## config.mk

```make
export PLATFORM = sky130hd
export DESIGN_NAME = traffic_phase_ctrl
export DESIGN_NICKNAME = d
export VERILOG_FILES = /design/src/rtl/traffic_pkg.sv /design/src/rtl/tl_phase_counter.sv /design/src/rtl/traffic_phase_ctrl.sv
export SDC_FILE = /design/constraint.sdc
export NUM_CORES = 1
export LEC_CHECK = 0
export ABC_CLOCK_PERIOD_IN_PS = 1500
export CAP_MARGIN = 20
export CORE_UTILIZATION = 40
export DETAILED_ROUTE_END_ITERATION = 12
export GPL_TIMING_DRIVEN = 0
export PLACE_DENSITY = 0.85
export SLEW_MARGIN = 20
export SYNTH_ARGS = -nofsm -noshare
export SYNTH_HDL_FRONTEND = slang
export SYNTH_SLANG_ARGS = --single-unit
```

## constraint.sdc

```tcl
create_clock -name CLK -period 1.5 [get_ports CLK]
set_input_delay 0.225 -clock CLK [delete_from_list [all_inputs] [get_ports CLK]]
set_output_delay 0.225 -clock CLK [all_outputs]
set_load 0.1 [all_outputs]
```

## src/rtl/traffic_pkg.sv

```systemverilog
// Shared phase codes and lamp bit positions for the intersection controller and the LCD stage.
package traffic_pkg;

  localparam int unsigned STATE_W = 3;
  localparam int unsigned CNT_W   = 6;
  localparam int unsigned LED_W   = 7;

  typedef enum logic [STATE_W-1:0] {
    AG   = 3'd0,
    AY   = 3'd1,
    ACLR = 3'd2,
    BG   = 3'd3,
    BY   = 3'd4,
    BCLR = 3'd5
  } phase_e;

  localparam int unsigned LED_A_RED   = 6;
  localparam int unsigned LED_A_YEL   = 5;
  localparam int unsigned LED_A_GRN   = 4;
  localparam int unsigned LED_B_RED   = 3;
  localparam int unsigned LED_B_YEL   = 2;
  localparam int unsigned LED_B_GRN   = 1;
  localparam int unsigned LED_ALL_RED = 0;

endpackage

```

## src/rtl/tl_phase_counter.sv

```systemverilog
// Phase seconds counter: loads a phase duration, counts down on each 1 Hz tick,
// and flags the tick that ends the phase.
module tl_phase_counter #(
  parameter int unsigned            CNT_W   = 6,
  parameter logic [CNT_W-1:0]       RST_VAL = CNT_W'(1)
) (
  input  logic             clk,
  input  logic             rst_n,
  input  logic             i_tick,
  input  logic             i_load,
  input  logic [CNT_W-1:0] i_load_val,
  output logic [CNT_W-1:0] o_cnt,
  output logic             o_done_c
);

  logic [CNT_W-1:0] r_cnt;

  // Load has priority so an illegal-state recovery reloads even without a tick.
  always_ff @(posedge clk or negedge rst_n) begin
    if (!rst_n) begin
      r_cnt <= RST_VAL;
    end else if (i_load) begin
      r_cnt <= i_load_val;
    end else if (i_tick) begin
      r_cnt <= r_cnt - CNT_W'(1);
    end
  end

  assign o_cnt    = r_cnt;
  assign o_done_c = i_tick && (r_cnt == CNT_W'(1));

endmodule

```

## src/rtl/traffic_phase_ctrl.sv

```systemverilog
// Two-road intersection phase sequencer with green extension and per-road countdowns.
// Define ALL_RED_EN to insert T_AR-second all-red clearance phases between greens.
module traffic_phase_ctrl
  import traffic_pkg::*;
#(
  parameter int unsigned T_AG = 30,
  parameter int unsigned T_AY = 5,
  parameter int unsigned T_BG = 20,
  parameter int unsigned T_BY = 5,
  parameter int unsigned T_AR = 2
) (
  input  logic               CLK,
  input  logic               RSTn,
  input  logic               tick_1hz,
  input  logic               AS,
  input  logic               BS,
  output logic [STATE_W-1:0] state,
  output logic [LED_W-1:0]   led,
  output logic [CNT_W-1:0]   A_time,
  output logic [CNT_W-1:0]   B_time
);

`ifdef ALL_RED_EN
  localparam int unsigned C_CLR = T_AR;
`else
  localparam int unsigned C_CLR = 0;
`endif

  localparam logic [CNT_W-1:0] D_AG = CNT_W'(T_AG);
  localparam logic [CNT_W-1:0] D_AY = CNT_W'(T_AY);
  localparam logic [CNT_W-1:0] D_BG = CNT_W'(T_BG);
  localparam logic [CNT_W-1:0] D_BY = CNT_W'(T_BY);

  // Durations must fit the 6-bit countdowns, including the worst-case summed offsets.
  if (T_AG < 1 || T_AY < 1 || T_BG < 1 || T_BY < 1 || T_AR < 1) begin : g_bad_min
    $error("traffic_phase_ctrl: all durations must be >= 1");
  end
  if ((T_AG + T_AY + 2 * T_AR) > 63 || (T_BG + T_BY + 2 * T_AR) > 63) begin : g_bad_width
    $error("traffic_phase_ctrl: durations overflow 6-bit countdown");
  end

  phase_e           r_state;
  phase_e           w_next_state;
  logic             w_load;
  logic [CNT_W-1:0] w_load_val;
  logic [CNT_W-1:0] w_cnt;
  logic             w_done;

  tl_phase_counter #(
    .CNT_W   (CNT_W),
    .RST_VAL (D_AG)
  ) u_cnt (
    .clk        (CLK),
    .rst_n      (RSTn),
    .i_tick     (tick_1hz),
    .i_load     (w_load),
    .i_load_val (w_load_val),
    .o_cnt      (w_cnt),
    .o_done_c   (w_done)
  );

  // Next phase and reload value; sensors matter only on the ending tick.
  always_comb begin
    w_next_state = r_state;
    w_load       = 1'b0;
    w_load_val   = D_AG;
    case (r_state)
      AG: begin
        w_load = w_done;
        if (AS && !BS) begin
          w_next_state = AG;
          w_load_val   = D_AG;
        end else begin
          w_next_state = w_done ? AY : AG;
          w_load_val   = D_AY;
        end
      end
      AY: begin
        w_load = w_done;
`ifdef ALL_RED_EN
        w_next_state = w_done ? ACLR : AY;
        w_load_val   = CNT_W'(T_AR);
`else
        w_next_state = w_done ? BG : AY;
        w_load_val   = D_BG;
`endif
      end
`ifdef ALL_RED_EN
      ACLR: begin
        w_load       = w_done;
        w_next_state = w_done ? BG : ACLR;
        w_load_val   = D_BG;
      end
`endif
      BG: begin
        w_load = w_done;
        if (BS && !AS) begin
          w_next_state = BG;
          w_load_val   = D_BG;
        end else begin
          w_next_state = w_done ? BY : BG;
          w_load_val   = D_BY;
        end
      end
      BY: begin
        w_load = w_done;
`ifdef ALL_RED_EN
        w_next_state = w_done ? BCLR : BY;
        w_load_val   = CNT_W'(T_AR);
`else
        w_next_state = w_done ? AG : BY;
        w_load_val   = D_AG;
`endif
      end
`ifdef ALL_RED_EN
      BCLR: begin
        w_load       = w_done;
        w_next_state = w_done ? AG : BCLR;
        w_load_val   = D_AG;
      end
`endif
      default: begin
        w_next_state = AG;
        w_load       = 1'b1;
        w_load_val   = D_AG;
      end
    endcase
  end

  always_ff @(posedge CLK or negedge RSTn) begin
    if (!RSTn) begin
      r_state <= AG;
    end else begin
      r_state <= w_next_state;
    end
  end

  assign state = r_state;

  // Lamps and countdowns follow the registered phase and counter directly.
  always_comb begin
    led    = '0;
    A_time = w_cnt;
    B_time = w_cnt;
    case (r_state)
      AG: begin
        led[LED_A_GRN] = 1'b1;
        led[LED_B_RED] = 1'b1;
        B_time         = w_cnt + CNT_W'(T_AY + C_CLR);
      end
      AY: begin
        led[LED_A_YEL] = 1'b1;
        led[LED_B_RED] = 1'b1;
        B_time         = w_cnt + CNT_W'(C_CLR);
      end
`ifdef ALL_RED_EN
      ACLR: begin
        led[LED_A_RED]   = 1'b1;
        led[LED_B_RED]   = 1'b1;
        led[LED_ALL_RED] = 1'b1;
        A_time           = w_cnt + CNT_W'(T_BG + T_BY + C_CLR);
      end
`endif
      BG: begin
        led[LED_A_RED] = 1'b1;
        led[LED_B_GRN] = 1'b1;
        A_time         = w_cnt + CNT_W'(T_BY + C_CLR);
      end
      BY: begin
        led[LED_A_RED] = 1'b1;
        led[LED_B_YEL] = 1'b1;
        A_time         = w_cnt + CNT_W'(C_CLR);
      end
`ifdef ALL_RED_EN
      BCLR: begin
        led[LED_A_RED]   = 1'b1;
        led[LED_B_RED]   = 1'b1;
        led[LED_ALL_RED] = 1'b1;
        B_time           = w_cnt + CNT_W'(T_AG + T_AY + C_CLR);
      end
`endif
      default: begin
        led[LED_A_RED] = 1'b1;
        led[LED_B_RED] = 1'b1;
      end
    endcase
  end

endmodule

```

==> results.py, run 1 <==
metrics = {
    "cts": {
        "cts.sinks": 9,
        "post_cts_buffers": 21,
        "cts-htree-levels": 1,
        "cts_resized": 208,
        "cts_buffers": 3,
        "cts.path.max_buffers": 2,
        "root_buffer": "clkbuf_4",
        "hold_buffers": 0,
    },
    "placement": {
        "dpl.hpwl_um": 1560,
        "port_buffers": 25,
        "place_congestion": 0.714,
        "place_area_um2": 1410,
    },
    "synth": {
        "synth_nets": 104,
        "synth.distinct_cells": 36,
        "postSynthAreaPerCell_um2": 8.47,
        "netlist_area_um2": 813,
        "ys_warn_count": 0,
        "synth.yosys.seq_area_share": 0.283,
        "ys_ff_latch": 9,
        "yosys.area.top_type_share": 0.154,
        "syn_inst": 96,
        "yosysTopAreaCell": "dfrtp_1",
        "synth_edf_count": 0,
        "async_reset_ff_frac": 1.00,
        "ys_top_cells_by_area": "dfrtp_1 (15%), dfstp_2 (13%), xor2_1 (9.7%), nor2_1 (8.3%), ha_1 (4.6%)",
        "synth_top_flop_cell": "dfrtp_1",
    },
    "floorplan": {
        "die_w_um": 47.1,
        "die_h_um": 47.1,
        "ioPinCount": 27,
        "rows": 15,
        "initial_core_util": 0.447,
    },
    "outcome": {
        "outcome": "did not finish",
        "lastStage": "4_1_cts",
        "error": "[ERROR DPL-0038] Utilization greater than 100%, impossible to legalize",
    },
}
==> per-stage QoR <==
stage,instances,setup slack [ns]
floorplan,96,-0.979
global placement,146,-1.44
detailed placement,146,-1.47
==> synth_stat cells, types with 2 or more instances <==
master	n
a21o_1	2
a21oi_1	2
and2b_2	2
buf_4	2
buf_6	3
dfrtp_1	5
dfstp_2	4
ha_1	3
inv_1	5
mux2i_1	2
nand2_1	6
nand3b_1	2
nor2_1	18
nor3_1	2
o21ai_0	6
xnor2_1	4
xor2_1	9
==> logic make-up after synthesis <==
| group | share of synthesized area |
|---|---|
| xor+xnor | 0.140 |
| mux | 0.0246 |
| other cells | 0.00461 |
| compound gates | 0.134 |
| flops | 0.283 |
| fa+ha+maj | 0.0462 |
| simple gates | 0.280 |
| buf+inv | 0.0877 |
==> run 2: changes to the inputs <==
--- a/config.mk
+++ b/config.mk
@@ -5,12 +5,13 @@
 export SDC_FILE = /design/constraint.sdc
 export NUM_CORES = 1
 export LEC_CHECK = 0
-export ABC_CLOCK_PERIOD_IN_PS = 1500
+export ABC_CLOCK_PERIOD_IN_PS = 2000
 export CAP_MARGIN = 20
-export CORE_UTILIZATION = 40
+export CORE_AREA = 2 2 63 65
 export DETAILED_ROUTE_END_ITERATION = 12
+export DIE_AREA = 0 0 65 67
 export GPL_TIMING_DRIVEN = 0
-export PLACE_DENSITY = 0.85
+export PLACE_DENSITY_LB_ADDON = 0.15
 export SLEW_MARGIN = 20
 export SYNTH_ARGS = -nofsm -noshare
 export SYNTH_HDL_FRONTEND = slang
==> constraint.sdc (replaced) <==
create_clock -name CLK -period 2 [get_ports CLK]
set_input_delay 0.3 -clock CLK [delete_from_list [all_inputs] [get_ports CLK]]
set_output_delay 0.3 -clock CLK [all_outputs]
set_load 0.1 [all_outputs]
==> run 2 against run 1 <==
Net effect:
- the flow now finishes, with violations (setup timing)
- synthesized cell count is the same
- synthesized area is the same
==> results.py, run 2 <==
metrics = {
    "outcome": {
        "outcome": "finished with violations",
        "violations": "setup timing",
    },
    "timing": {
        "hold_ws_ns": 0.361,
        "max_freq_ghz": 0.482,
        "setup_slack_ns": -0.0759,
        "final-max-slew-violation-count": 0,
        "rsz0062_at_grt": "yes",
        "setup_tns_ns": -0.358,
        "finalClockSkew_ns": 0.00203,
        "finalCritPeriodShare": 1.04,
        "setup_viol": 7,
        "finalHoldViolations": 0,
        "relSlewSlack": 0.364,
        "min_period_ns": 2.08,
        "worstMarginPinSlew_ns": 0.958,
    },
    "synth": {
        "postSynthAreaPerCell_um2": 8.47,
        "synth_nets": 104,
        "synth_top_flop_cell": "dfrtp_1",
        "ys_ff_latch": 9,
        "ys_top_cells_by_area": "dfrtp_1 (15%), dfstp_2 (13%), xor2_1 (9.7%), nor2_1 (8.3%), ha_1 (4.6%)",
        "yosysMostFrequentCell": "nor2_1",
        "synth.yosys.seq_area_share": 0.283,
        "syn_inst": 96,
        "netlist_area_um2": 813,
        "yosys.area.top_type_share": 0.154,
        "async_reset_ff_frac": 1.00,
        "synth_commonest_cells": "nor2_1 (18), xor2_1 (9), nand2_1 (6), o21ai_0 (6)",
        "ys_warn_count": 0,
        "yosysTopAreaCell": "dfrtp_1",
        "synth.distinct_cells": 36,
        "synth_edf_count": 0,
    },
    "worst_setup_path": {
        "worstPathArrival_ns": 1.78,
        "start_kind": "flip-flop",
        "cp.required_ns": 1.70,
        "cp_max_fo": 6,
        "criticalPathCategory": "reg2out",
        "cp-end-kind": "primary output",
    },
    "cells_and_area": {
        "largest_reg_flops": 6,
        "drive_gt1_frac": 0.625,
        "finish.utilization": 0.479,
        "antenna_cells": 0,
        "final_cell_mix": "buf_4 (13), buf_12 (11), nor2_1 (9)",
        "final_common_cell": "buf_4",
        "syn2layout_area_growth_pct": 112,
        "nets": 145,
    },
    "floorplan": {
        "die_w_um": 65,
        "core_um2": 3610,
        "rows": 22,
        "die_h_um": 67,
        "fp.dieArea_um2": 4360,
        "ioPinCount": 27,
        "initial_core_util": 0.226,
    },
    "cts": {
        "cts_tree": "done",
        "cts.path.max_buffers": 2,
        "hold_buffers": 0,
        "path_clk_slew_ns": 0.04,
        "cts_buffers": 3,
        "clock_latency_ns": 0.23,
        "cts-htree-levels": 1,
        "cts.sinks": 9,
        "root_buffer": "clkbuf_8",
    },
    "placement": {
        "dpl_worst_slack_ns": -1.06,
        "dpl.hpwl_um": 1600,
        "place_congestion": 0.787,
        "port_buffers": 25,
    },
    "routing": {
        "routed_wl_um": 2200,
        "vias": 808,
        "wire_per_inst_um": 11.9,
        "vias_per_cell": 4.39,
        "drcViolationCount": 0,
        "drtAntennaViolNets": 0,
        "firstDrtPassIters": 3,
        "first_iter_violations": 11,
    },
    "global_route": {
        "grt_pass1_wl_um": 3700,
        "grt_start_max_net_pins": 10,
        "antenna_found_initial": 0,
        "grt-ovfl-total": 0,
        "grt_pass1_vias": 829,
        "track_usage": 0.111,
    },
    "run": {
        "cap_violations": 0,
    },
    "worst_hold_path": {
        "hold_class": "in2async",
    },
}
[run 2: stage by stage]
step	instance area, um^2	instances
floorplan	1080	96
global placement	1390	169
detailed placement	1390	169
CTS	1670	180
global route	1730	184
finish	1730	184
[run 2: final cells by class]
type | count | area, um^2
Fill cell | 338 | 1880
Multi-Input combinational cell | 76 | 852
Timing Repair Buffer | 38 | 448
Sequential cell | 9 | 246
Tap cell | 48 | 60.1
Buffer | 4 | 50.0
Clock buffer | 4 | 45.0
Inverter | 5 | 26.3
[run 2: cells by family (layout without fill, tap and decap cells)]
logic type / Yosys count / count (layout) / synth area share
xor gates and xnor gates: 13 / 13 / 0.140
DFF: 9 / 9 / 0.283
AOI/OAI and AO/OA: 16 / 16 / 0.134
buffers and inverters: 11 / 51 / 0.0877
adders and majority gates: 3 / 3 / 0.0462
other: 1 / 1 / 0.00461
muxes: 2 / 2 / 0.0246
and+or+nand+nor: 41 / 41 / 0.280
[run 2: worst max-delay path, stage by stage, from the launching register on]
cell and delay, ns:
dfrtp_4 0.50, or3_4 0.49, nor2_4 0.19, xor2_4 0.18, buf_12 0.19
[run 2: final timing paths]
path / from / to / slack (ns) / depth (start not counted)
worst max-delay path: state[0] / B_time[3] / -0.08 / 4
worst min-delay path: RSTn / u_cnt.o_cnt[5] / 0.36 / 1
worst max register to register: u_cnt.o_cnt[1] / u_cnt.o_cnt[2] / 0.09 / 5
worst min register to register: state[2] / state[0] / 0.56 / 1
max in group asynchronous: RSTn / u_cnt.o_cnt[3] / 1.33 / 1
min in group CLK: state[2] / state[0] / 0.56 / 1
[run 2: what timing repair did]
item,CTS,global route
pin swaps,9,8
resized for setup,160,8
setup buffers,7,5
gates cloned,1,0
endpoints found under the setup margin,21,14
endpoints found under the hold margin,0,0
[run 2: per-layer routing]
metal	global-route usage	part of all wire	vias to the layer above
li1	-	-	394
met1	0.126	0.41	393
met2	0.207	0.55	19
met3	0.0118	0.031	2
met4	0.0479	0.0055	0
met5	0	0	-
Power of run 2 is not shown: default switching activity piles up to over one toggle a cycle in this logic, so the estimate is an artifact.
